--- config.mk ---
export PLATFORM = sky130hd
export DESIGN_NAME = addsub_accum_unit_flat
export DESIGN_NICKNAME = d
export VERILOG_FILES = /design/src/rtl/addsub_accum_if.sv /design/src/rtl/addsub_accum_unit.sv /design/src/flat_wrapper.sv
export SDC_FILE = /design/constraint.sdc
export NUM_CORES = 1
export LEC_CHECK = 0
export CORE_MARGIN = 1
export CORE_UTILIZATION = 25
export DETAILED_ROUTE_END_ITERATION = 10
export MAX_ROUTING_LAYER = met4
export PLACE_DENSITY = 0.44
export SETUP_SLACK_MARGIN = 0.2
export SLEW_MARGIN = 20
export SYNTH_ARGS = -nofsm -noshare
export SYNTH_HDL_FRONTEND = slang
export SYNTH_SLANG_ARGS = --single-unit
export TNS_END_PERCENT = 5
--- constraint.sdc ---
create_clock -name clk -period 6.5 [get_ports clk]
set_clock_uncertainty 0.05 [all_clocks]
set_input_delay 1.3 -clock clk [delete_from_list [all_inputs] [get_ports clk]]
set_output_delay 1.3 -clock clk [all_outputs]
set_load 0.02 [all_outputs]
--- src/rtl/addsub_accum_if.sv ---
// Operand/result handshake bundle for addsub_accum_unit.
// The master drives operands and consumes results; the slave is the arithmetic unit.
interface addsub_accum_if #(
  parameter int WIDTH     = 8,
  parameter int CNT_WIDTH = 16
);
  logic                 in_valid;
  logic                 in_ready;
  logic [WIDTH-1:0]     a;
  logic [WIDTH-1:0]     b;
  logic                 cin;
  logic                 add_sub;
  logic                 acc_mode;
  logic                 acc_clear;
  logic                 out_valid;
  logic                 out_ready;
  logic [WIDTH-1:0]     result;
  logic                 cout;
  logic                 overflow;
  logic                 zero;
  logic [CNT_WIDTH-1:0] op_count;

  modport master (
    output in_valid, a, b, cin, add_sub, acc_mode, acc_clear, out_ready,
    input  in_ready, out_valid, result, cout, overflow, zero, op_count
  );

  modport slave (
    input  in_valid, a, b, cin, add_sub, acc_mode, acc_clear, out_ready,
    output in_ready, out_valid, result, cout, overflow, zero, op_count
  );
endinterface

--- src/rtl/addsub_accum_unit.sv ---
// Registered add/subtract unit with running accumulator and one-deep output register.
// Optional saturation of overflowing results is enabled by defining ADDSUB_SAT_EN.
module addsub_accum_unit #(
  parameter int WIDTH     = 8,
  parameter int CNT_WIDTH = 16
) (
  input  logic          clk,
  input  logic          rst,
  addsub_accum_if.slave bus
);

`ifdef ADDSUB_SAT_EN
  localparam logic [WIDTH-1:0] SAT_POS = {1'b0, {(WIDTH-1){1'b1}}};
  localparam logic [WIDTH-1:0] SAT_NEG = {1'b1, {(WIDTH-1){1'b0}}};
`endif

  logic [WIDTH-1:0]     acc;
  logic [WIDTH-1:0]     op_a;
  logic [WIDTH:0]       raw;
  logic [WIDTH-1:0]     res_final;
  logic                 ovf;
  logic                 accept;

  logic                 out_valid_q;
  logic [WIDTH-1:0]     result_q;
  logic                 cout_q;
  logic                 overflow_q;
  logic                 zero_q;
  logic [CNT_WIDTH-1:0] op_count_q;

  // A new operand set may enter whenever the output slot is empty or being drained.
  assign bus.in_ready = !out_valid_q || bus.out_ready;
  assign accept       = bus.in_valid && bus.in_ready;

  always_comb begin
    op_a = bus.a;
    if (bus.acc_mode) begin
      op_a = bus.acc_clear ? '0 : acc;
    end
  end

  always_comb begin
    if (bus.add_sub) begin
      raw = {1'b0, op_a} + {1'b0, bus.b} + {{WIDTH{1'b0}}, bus.cin};
    end else begin
      raw = {1'b0, op_a} - {1'b0, bus.b} - {{WIDTH{1'b0}}, bus.cin};
    end
  end

  // Subtraction is treated as adding an operand of opposite sign.
  always_comb begin
    if (bus.add_sub) begin
      ovf = (op_a[WIDTH-1] == bus.b[WIDTH-1]) && (raw[WIDTH-1] != op_a[WIDTH-1]);
    end else begin
      ovf = (op_a[WIDTH-1] != bus.b[WIDTH-1]) && (raw[WIDTH-1] != op_a[WIDTH-1]);
    end
  end

`ifdef ADDSUB_SAT_EN
  // An overflow always moves away from the sign of A, so A's sign picks the rail.
  always_comb begin
    res_final = raw[WIDTH-1:0];
    if (ovf) begin
      res_final = op_a[WIDTH-1] ? SAT_NEG : SAT_POS;
    end
  end
`else
  always_comb begin
    res_final = raw[WIDTH-1:0];
  end
`endif

  always_ff @(posedge clk) begin
    if (rst) begin
      out_valid_q <= 1'b0;
      result_q    <= '0;
      cout_q      <= 1'b0;
      overflow_q  <= 1'b0;
      zero_q      <= 1'b0;
      op_count_q  <= '0;
    end else if (accept) begin
      out_valid_q <= 1'b1;
      result_q    <= res_final;
      cout_q      <= raw[WIDTH];
      overflow_q  <= ovf;
      zero_q      <= (res_final == '0);
      op_count_q  <= op_count_q + CNT_WIDTH'(1);
    end else if (bus.out_ready) begin
      out_valid_q <= 1'b0;
    end
  end

  // An accumulate accept takes priority over a standalone clear.
  always_ff @(posedge clk) begin
    if (rst) begin
      acc <= '0;
    end else if (accept && bus.acc_mode) begin
      acc <= res_final;
    end else if (bus.acc_clear) begin
      acc <= '0;
    end
  end

  assign bus.out_valid = out_valid_q;
  assign bus.result    = result_q;
  assign bus.cout      = cout_q;
  assign bus.overflow  = overflow_q;
  assign bus.zero      = zero_q;
  assign bus.op_count  = op_count_q;

endmodule
--- src/flat_wrapper.sv ---
// flat-port wrapper written by rule: the top's interface ports become plain ports
module addsub_accum_unit_flat 
#(
  parameter int WIDTH     = 8,
  parameter int CNT_WIDTH = 16
)
  (clk, rst, bus_in_valid, bus_a, bus_b, bus_cin, bus_add_sub, bus_acc_mode, bus_acc_clear, bus_out_ready, bus_in_ready, bus_out_valid, bus_result, bus_cout, bus_overflow, bus_zero, bus_op_count);
  addsub_accum_if #(.WIDTH(WIDTH), .CNT_WIDTH(CNT_WIDTH)) bus_i ();
  input  logic clk;
  input  logic rst;
  input wire logic [$bits(bus_i.in_valid)-1:0] bus_in_valid;
  input wire logic [$bits(bus_i.a)-1:0] bus_a;
  input wire logic [$bits(bus_i.b)-1:0] bus_b;
  input wire logic [$bits(bus_i.cin)-1:0] bus_cin;
  input wire logic [$bits(bus_i.add_sub)-1:0] bus_add_sub;
  input wire logic [$bits(bus_i.acc_mode)-1:0] bus_acc_mode;
  input wire logic [$bits(bus_i.acc_clear)-1:0] bus_acc_clear;
  input wire logic [$bits(bus_i.out_ready)-1:0] bus_out_ready;
  output wire logic [$bits(bus_i.in_ready)-1:0] bus_in_ready;
  output wire logic [$bits(bus_i.out_valid)-1:0] bus_out_valid;
  output wire logic [$bits(bus_i.result)-1:0] bus_result;
  output wire logic [$bits(bus_i.cout)-1:0] bus_cout;
  output wire logic [$bits(bus_i.overflow)-1:0] bus_overflow;
  output wire logic [$bits(bus_i.zero)-1:0] bus_zero;
  output wire logic [$bits(bus_i.op_count)-1:0] bus_op_count;
  assign bus_i.in_valid = bus_in_valid;
  assign bus_i.a = bus_a;
  assign bus_i.b = bus_b;
  assign bus_i.cin = bus_cin;
  assign bus_i.add_sub = bus_add_sub;
  assign bus_i.acc_mode = bus_acc_mode;
  assign bus_i.acc_clear = bus_acc_clear;
  assign bus_i.out_ready = bus_out_ready;
  assign bus_in_ready = bus_i.in_ready;
  assign bus_out_valid = bus_i.out_valid;
  assign bus_result = bus_i.result;
  assign bus_cout = bus_i.cout;
  assign bus_overflow = bus_i.overflow;
  assign bus_zero = bus_i.zero;
  assign bus_op_count = bus_i.op_count;
  addsub_accum_unit #(.WIDTH(WIDTH), .CNT_WIDTH(CNT_WIDTH)) u_core (.clk(clk), .rst(rst), .bus(bus_i));
endmodule
==> metrics.csv, run 1 <==
stage,metric,value,unit
worst_setup_path,worst flop-to-flop path endpoint,u_core.bus.zero$_SDFFE_PP0P_,
global_route,layer carrying the most global-route usage,met2,
synthesis,portion of netlist area occupied by mux cells,5.909,%
final_layout,net count reported at finish,390,
clocking,clock insertion delay at the later pin of the skew report,290,ps
worst_setup_path,endpoint class of the critical path,register,
synthesis,fraction of synthesis flops using an asynchronous set or reset pin,0,%
power,Pwr Density,202.1,nW/um2
detailed_routing,wire length reported by the detailed router,6251,um
sta,"Hold Vio Cnt, Final",0,
synthesis,sequential area share after synthesis,28.84,%
synthesis,main flop type after synthesis,dfxtp_1,
synthesis,Compound-Gate Fraction of Synth Area,16.37,%
clocking,Clock Path Buffers,2,
power,leakage power total,1.298,nW
hold_path,number of cells on the worst hold path,2,
final_layout,fraction of final layout cells with drive strength greater than 1,8.455,%
die,Initial Util,25.68,%
hold_path,HP Class,reg2reg,
worst_setup_path,data required time of the worst path,6690,ps
clocking,number of clock buffers inserted by TritonCTS,5,
final_layout,Area growth syn-to-layout,30.40,%
global_route,Congestion Overflow GR,0,
synthesis,number of storage elements in the synthesis netlist,36,
run_status,outcome,finished clean,
sta,measured slew at the worst slew-check pin,755.3,ps
die,top-level I/O count,53,
synthesis,mean area per synthesized cell,8.528,um2
place,final weighted congestion of routability-driven global placement,0.8478,
worst_setup_path,setup slack on the worst flop-to-flop path,3500,ps
detailed_routing,detailed-route via count,2198,
clocking,Post-CTS Repair Setup Buffers,0,
final_layout,"most common cell after layout, fill and taps aside",clkdlybuf4s50_1,
sta,Setup TNS Final,0,ps
power,power share of the sequential group,36.1,%
detailed_routing,post-detailed-route via-to-cell ratio,4.618,
synthesis,number of distinct standard cells referenced by the synthesized netlist,56,
hold_path,Worst Hold End,u_core.bus.cout$_SDFFE_PP0P_,
clocking,H-Tree Level Count,2,
worst_setup_path,arrival time of data at the critical path endpoint,4710,ps
global_route,global-route met2 utilization,19.88,%
sta,RSZ-0062 raised after global routing,false,
clocking,TritonCTS clock tree,built,
power,P_int,0.0004592,W
final_layout,utilization of the core after routing,33.49,%
worst_setup_path,worst reg-to-reg path cell count,10,
final_layout,most frequent cells in the layout,"52 x clkdlybuf4s50_1, 37 x nor2_1, 36 x dfxtp_1",
hold_path,startpoint of the lowest-slack hold path,u_core.bus.cout$_SDFFE_PP0P_,
detailed_routing,remaining design rule violation count,0,
die,die height,102.0,um
power,proportion of total power due to net switching,30.27,%
clocking,CTS resizes,0,
global_route,wire length of the first global-routing pass,10120,um
job,max cap viols,0,
power,clock group share of total power,33.3,%
clocking,number of hold-repair buffers added at the cts stage,0,
die,width of the chip,102.0,um
power,overall power,0.0006586,W
worst_setup_path,"critical path fanouts, max",11,
synthesis,parity-gate share of the synthesized area counting xor and xnor cells,5.959,%
sta,setup violators final,0,
global_route,via count of the first global-routing pass,2048,
die,cell row count,36,
synthesis,adder and majority cell fraction of the synthesized area,13.22,%
global_route,global-route met1 utilization,16.86,%
detailed_routing,DRT antenna net count,0,
worst_setup_path,type of origin of the critical path,input pin,
die,die area,10400,um2
power,peak supply drop,0.00007995,V
sta,final count of pins violating max slew,0,
synthesis,cell count after synthesis,293,
place,half-perimeter wire length of the detailed placement result,4863,um
synthesis,combinational family with the most area after synthesis,simple AND/OR/NAND/NOR gates,
die,Std-Cell Core Area,9729,um2
sta,tightest slew margin relative to the limit,49.65,%
global_route,met3 layer usage reported by global route,1.847,%
clocking,number of sinks handled by clock tree synthesis,36,
clocking,clock-pin slew of the registers on the worst-case setup and hold paths,70,ps
synthesis,simple logic cell fraction of the synthesized area,24.69,%
sta,highest attainable clock frequency,221.2,MHz
place,total of buffers placed on input and output ports,52,
detailed_routing,detailed-route wire length per cell,13.13,um
synthesis,YS warnings,0,
synthesis,number of enable-type register cells in the synthesized netlist,0,
synthesis,cell area after technology mapping,2499,um2
final_layout,antenna cells,0,
synthesis,total nets after synthesis,341,
detailed_routing,first-pass detailed-route iteration total,4,
global_route,number of antenna violations at the first check in global routing,0,
worst_setup_path,Crit Path Category,in2reg,
detailed_routing,DRT iter0 DRCs,76,
sta,final critical-path share of the clock period,69.55,%
power,net switching component of the power,0.0001994,W
clocking,Clock Tree Root,clkbuf_8,
power,part of the total power dissipated in combinational logic,30.7,%
worst_setup_path,worst reg2reg startpoint,u_core.acc[3]$_SDFF_PP0_,
global_route,Total Routing Usage GR,12.76,%
sta,min Tclk post-route,4521,ps
global_route,maximum number of pins on one net before global-route repair,40,
-- Yosys cell counts (6+ instances only) --
cell type / number / share of area [%]
a211oi_1: 8 / 2.4
a21oi_1: 17 / 3.4
and2b_1: 6 / 1.8
clkbuf_1: 6 / 0.90
dfxtp_1: 36 / 29
ha_1: 20 / 10
inv_1: 17 / 2.6
mux2_2: 6 / 2.7
nand2_1: 23 / 3.5
nand3_1: 9 / 1.8
nor2_1: 37 / 5.6
nor3_1: 6 / 1.2
o21ai_0: 9 / 1.8
xnor2_1: 8 / 2.8
xor2_1: 9 / 3.2
-- power by group through the flow --
stage               clock (W)  combinational, W  sequential [W]
floorplan                   0          0.000129        0.000252
global placement            0          0.000202        0.000243
detailed placement          0          0.000203        0.000243
CTS                  0.000226          0.000203        0.000238
global route         0.000235          0.000223        0.000239
finish               0.000219          0.000202        0.000237
-- cell type report --
type	instances	area [um2]
clock inverters	1	30.03
inverters	17	63.81
flip-flops and latches	36	720.7
repair buffers	53	528.0
fillers	1059	6471
well taps	133	166.4
multi-input cells	229	1653
clock buffers	7	96.34
-- worst max-delay path, cell delays in order --
cell,delay [ps]
clkdlybuf4s50_1,840
mux2_2,430
ha_1,360
ha_1,380
nand2_1,130
a311oi_1,370
o21ai_0,150
a31oi_1,390
and3_1,230
a31o_1,130
-- worst max-delay path by stage --
stage	startpoint	endpoint	slack, ps	cells past startpoint
after floorplan	bus_acc_mode	u_core.bus.zero$_SDFFE_PP0P_	2670	9
after global placement	bus_acc_mode	u_core.bus.zero$_SDFFE_PP0P_	1760	10
after detailed placement	bus_acc_mode	u_core.bus.zero$_SDFFE_PP0P_	1690	12
after CTS	bus_acc_mode	u_core.bus.zero$_SDFFE_PP0P_	1990	12
after global routing	bus_acc_mode	u_core.bus.result[6]$_SDFFE_PP0P_	1870	10
final	bus_acc_mode	u_core.bus.zero$_SDFFE_PP0P_	1980	10
-- cell families (layout without fill, tap and decap cells) --
| logic type | count (synthesis) | in the layout |
|---|---|---|
| AOI/OAI and AO/OA | 58 | 58 |
| xor gates and xnor gates | 17 | 17 |
| adders and majority gates | 24 | 24 |
| buffers and inverters | 28 | 78 |
| DFF | 36 | 36 |
| muxes | 13 | 13 |
| and+or+nand+nor | 117 | 117 |
-- flip-flops by register name, summed over array words and instances (netlist names) --
name / count
u_core.bus.op_count: 16
u_core.acc: 8
u_core.bus.result: 8
u_core.bus.cout: 1
u_core.bus.out_valid: 1
u_core.bus.overflow: 1
u_core.bus.zero: 1
-- routing by layer --
| metal | part of all wire [%] | up-vias |
|---|---|---|
| li1 | - | 1117 |
| met1 | 50 | 1029 |
| met2 | 45 | 43 |
| met3 | 3.9 | 9 |
| met4 | 1.6 | 0 |
| met5 | 0 | - |
-- metrics by stage --
step	setup slack [ps]	instance area, um2	hold slack (ps)	instances
after global routing	1869	3258	443.6	476
after CTS	1994	3258	416.1	476
final	1979	3258	413.1	476
after floorplan	2665	2499	481.3	293
after detailed placement	1688	3132	402.7	468
after global placement	1759	3132	396.1	468
Note: power is estimated with default switching activity, not from simulation.
==> run 2, diff against run 1 <==
Clock period 6.5 ns to 4.45 ns, I/O delays scaled along.
==> metrics.csv, run 2 (synthesis gave the netlist of run 1 again) <==
stage,metric,value,unit,change
run_status,outcome,finished clean,,
place,total of buffers placed on input and output ports,52,,unchanged
global_route,via count of the first global-routing pass,2090,,+2.1%
sta,measured slew at the worst slew-check pin,542.5,ps,-212.8 ps
clocking,number of sinks handled by clock tree synthesis,36,,unchanged
global_route,global-route met2 utilization,20.81,%,+0.93 points
clocking,clock insertion delay at the later pin of the skew report,280,ps,about the same
worst_setup_path,Worst Setup EP,u_core.bus.zero$_SDFFE_PP0P_,,
worst_setup_path,type of origin of the critical path,input pin,,
sta,min Tclk post-route,3991,ps,
worst_setup_path,worst reg-to-reg path cell count,12,,+2
detailed_routing,wire length reported by the detailed router,6188,um,-1.0%
final_layout,antenna cells,0,,unchanged
worst_setup_path,launching instance or port of the critical path,bus_acc_clear,,
final_layout,Multi-input gate area,1653,um2,unchanged
final_layout,Area growth syn-to-layout,30.55,%,
worst_setup_path,cell at the slowest stage of the critical path,clkdlybuf4s50_1,,
worst_setup_path,chain of cells forming the critical path,clkdlybuf4s50_1 -> and2b_1 -> mux2_2 -> ha_1 -> ha_1 -> nand2_1 -> a311oi_1 -> o21ai_0 -> a31oi_1 -> and3_1 -> a31o_1,,
clocking,TritonCTS clock tree,built,,
sta,Setup TNS Final,0,ps,unchanged
clocking,number of clock buffers inserted by TritonCTS,5,,unchanged
global_route,layer carrying the most global-route usage,met2,,
worst_setup_path,"critical path fanouts, max",9,,-2
global_route,met3 layer usage reported by global route,1.847,%,unchanged
place,final weighted congestion of routability-driven global placement,0.7918,,-6.6%
final_layout,most frequent cells in the layout,"52 x clkdlybuf4s50_1, 37 x nor2_1, 36 x dfxtp_1",,
clocking,number of hold-repair buffers added at the cts stage,0,,unchanged
sta,Final WS setup,458.8,ps,-1520 ps
detailed_routing,detailed-route via count,2159,,-1.8%
clocking,Clock Path Buffers,2,,unchanged
detailed_routing,first-pass detailed-route iteration total,4,,unchanged
worst_setup_path,worst reg2reg startpoint,u_core.acc[0]$_SDFF_PP0_,,
worst_setup_path,endpoint class of the critical path,register,,
die,width of the chip,102.0,um,unchanged
worst_setup_path,worst flop-to-flop path endpoint,u_core.bus.zero$_SDFFE_PP0P_,,
worst_setup_path,cell repeated most along the worst path,ha_1,,
sta,"Hold Vio Cnt, Final",0,,unchanged
sta,RSZ-0062 raised after global routing,false,,
die,Initial Util,25.68,%,unchanged
sta,tightest slew margin relative to the limit,63.83,%,+14 points
worst_setup_path,arrival time of data at the critical path endpoint,4170,ps,-540 ps
place,half-perimeter wire length of the detailed placement result,4955,um,+1.9%
clocking,Clock Tree Root,clkbuf_8,,
worst_setup_path,data required time of the worst path,4630,ps,-2060 ps
power,peak supply drop,0.0001402,V,+75%
power,Pwr Density,284.6,nW/um2,+41%
die,cell row count,36,,unchanged
place,Post-Place Worst Slack,143.4,ps,-1544 ps
final_layout,net count reported at finish,393,,+0.77%
clocking,Post-CTS Repair Setup Buffers,0,,unchanged
final_layout,max FFs per register,16,,unchanged
die,die area,10400,um2,unchanged
global_route,maximum number of pins on one net before global-route repair,40,,unchanged
detailed_routing,post-detailed-route via-to-cell ratio,4.507,,-2.4%
final_layout,"most common cell after layout, fill and taps aside",clkdlybuf4s50_1,,
sta,setup violators final,0,,unchanged
detailed_routing,remaining design rule violation count,0,,unchanged
worst_setup_path,setup slack on the worst flop-to-flop path,1490,ps,-2010 ps
final_layout,fraction of final layout cells with drive strength greater than 1,8.960,%,+0.50 points
detailed_routing,detailed-route wire length per cell,12.92,um,-1.6%
hold_path,HP Class,reg2reg,,
worst_setup_path,Crit Path Category,in2reg,,
die,die height,102.0,um,unchanged
global_route,global-route met1 utilization,16.60,%,-0.26 points
clocking,clock-pin slew of the registers on the worst-case setup and hold paths,70,ps,about the same
sta,highest attainable clock frequency,250.6,MHz,
global_route,number of antenna violations at the first check in global routing,0,,unchanged
detailed_routing,DRT iter0 DRCs,61,,-20%
power,leakage power total,1.303,nW,+0.40%
final_layout,Fill cells,1067,,+0.76%
job,max cap viols,0,,unchanged
die,Std-Cell Core Area,9729,um2,unchanged
global_route,Congestion Overflow GR,0,,unchanged
final_layout,Register Area,720.7,um2,unchanged
global_route,wire length of the first global-routing pass,10250,um,+1.3%
clocking,H-Tree Level Count,2,,unchanged
global_route,Total Routing Usage GR,12.75,%,about the same
worst_setup_path,"Largest stage delay, worst path",640,ps,-200 ps
clocking,CTS resizes,0,,unchanged
detailed_routing,DRT antenna net count,0,,unchanged
sta,final critical-path share of the clock period,89.69,%,
sta,final count of pins violating max slew,0,,unchanged
die,top-level I/O count,53,,unchanged
==> run 2: cell types whose count changed in the layout (fill, tap and decap cells not counted), sizes merged <==
cell,before,now
buf,1,4
clkinv,0,1
clkbuf,7,6
==> run 2: per-stage QoR <==
| stage | power, W | area, um2 | cells | hold slack, ps | utilization (%) |
|---|---|---|---|---|---|
| final | 0.0009285 | 3262 | 479 | 417.0 | 33.53 |
| after global routing | 0.0009870 | 3262 | 479 | 446.4 | 33.53 |
| after CTS | 0.0009467 | 3262 | 479 | 418.9 | 33.53 |
| after detailed placement | 0.0006531 | 3154 | 471 | 407.7 | 32.42 |
| after global placement | 0.0006524 | 3154 | 471 | 395.6 | 32.42 |
| after floorplan | 0.0005564 | 2499 | 293 | 481.3 | - |
==> run 2: area by class of cell <==
type	instances	share of cell area (%)
Clock buffer	6	2.225
Tap cell	133	5.102
Timing Repair Buffer	56	16.88
Sequential cell	36	22.09
Clock inverter	2	1.074
Inverter	17	1.956
Multi-Input combinational cell	229	50.67
==> run 2: worst min path at each step <==
| stage | from | endpoint | depth (start not counted) |
|---|---|---|---|
| after global placement | u_core.bus.result[0]$_SDFFE_PP0P_ | u_core.bus.result[0]$_SDFFE_PP0P_ | 2 |
| final | u_core.bus.cout$_SDFFE_PP0P_ | u_core.bus.cout$_SDFFE_PP0P_ | 2 |
| after detailed placement | u_core.bus.result[0]$_SDFFE_PP0P_ | u_core.bus.result[0]$_SDFFE_PP0P_ | 2 |
| after global routing | u_core.bus.result[0]$_SDFFE_PP0P_ | u_core.bus.result[0]$_SDFFE_PP0P_ | 2 |
| after floorplan | u_core.bus.cout$_SDFFE_PP0P_ | u_core.bus.cout$_SDFFE_PP0P_ | 2 |
| after CTS | u_core.bus.result[2]$_SDFFE_PP0P_ | u_core.bus.result[2]$_SDFFE_PP0P_ | 2 |
==> run 2: metal layers <==
metal / up-vias / routed length (um)
met3: 4 / 210
met5: - / 0
li1: 1124 / -
met4: 0 / 51
met2: 41 / 2889
met1: 990 / 3038
==> run 2: power by group <==
part,internal [W],switching [W],leakage (nW)
Clock,0.000166,0.000118,0.0552
Sequential,0.000338,0.00000891,0.294
Combinational,0.000137,0.000160,0.954
==> run 2: critical path, delay by kind of cell <==
kind / cells / cell delay, ps
AND/OR/NAND/NOR: 3 / 600
buffers and inverters: 1 / 640
AO/OA/AOI/OAI: 4 / 1020
multiplexers: 1 / 280
adder cells (fa/ha/maj): 2 / 740
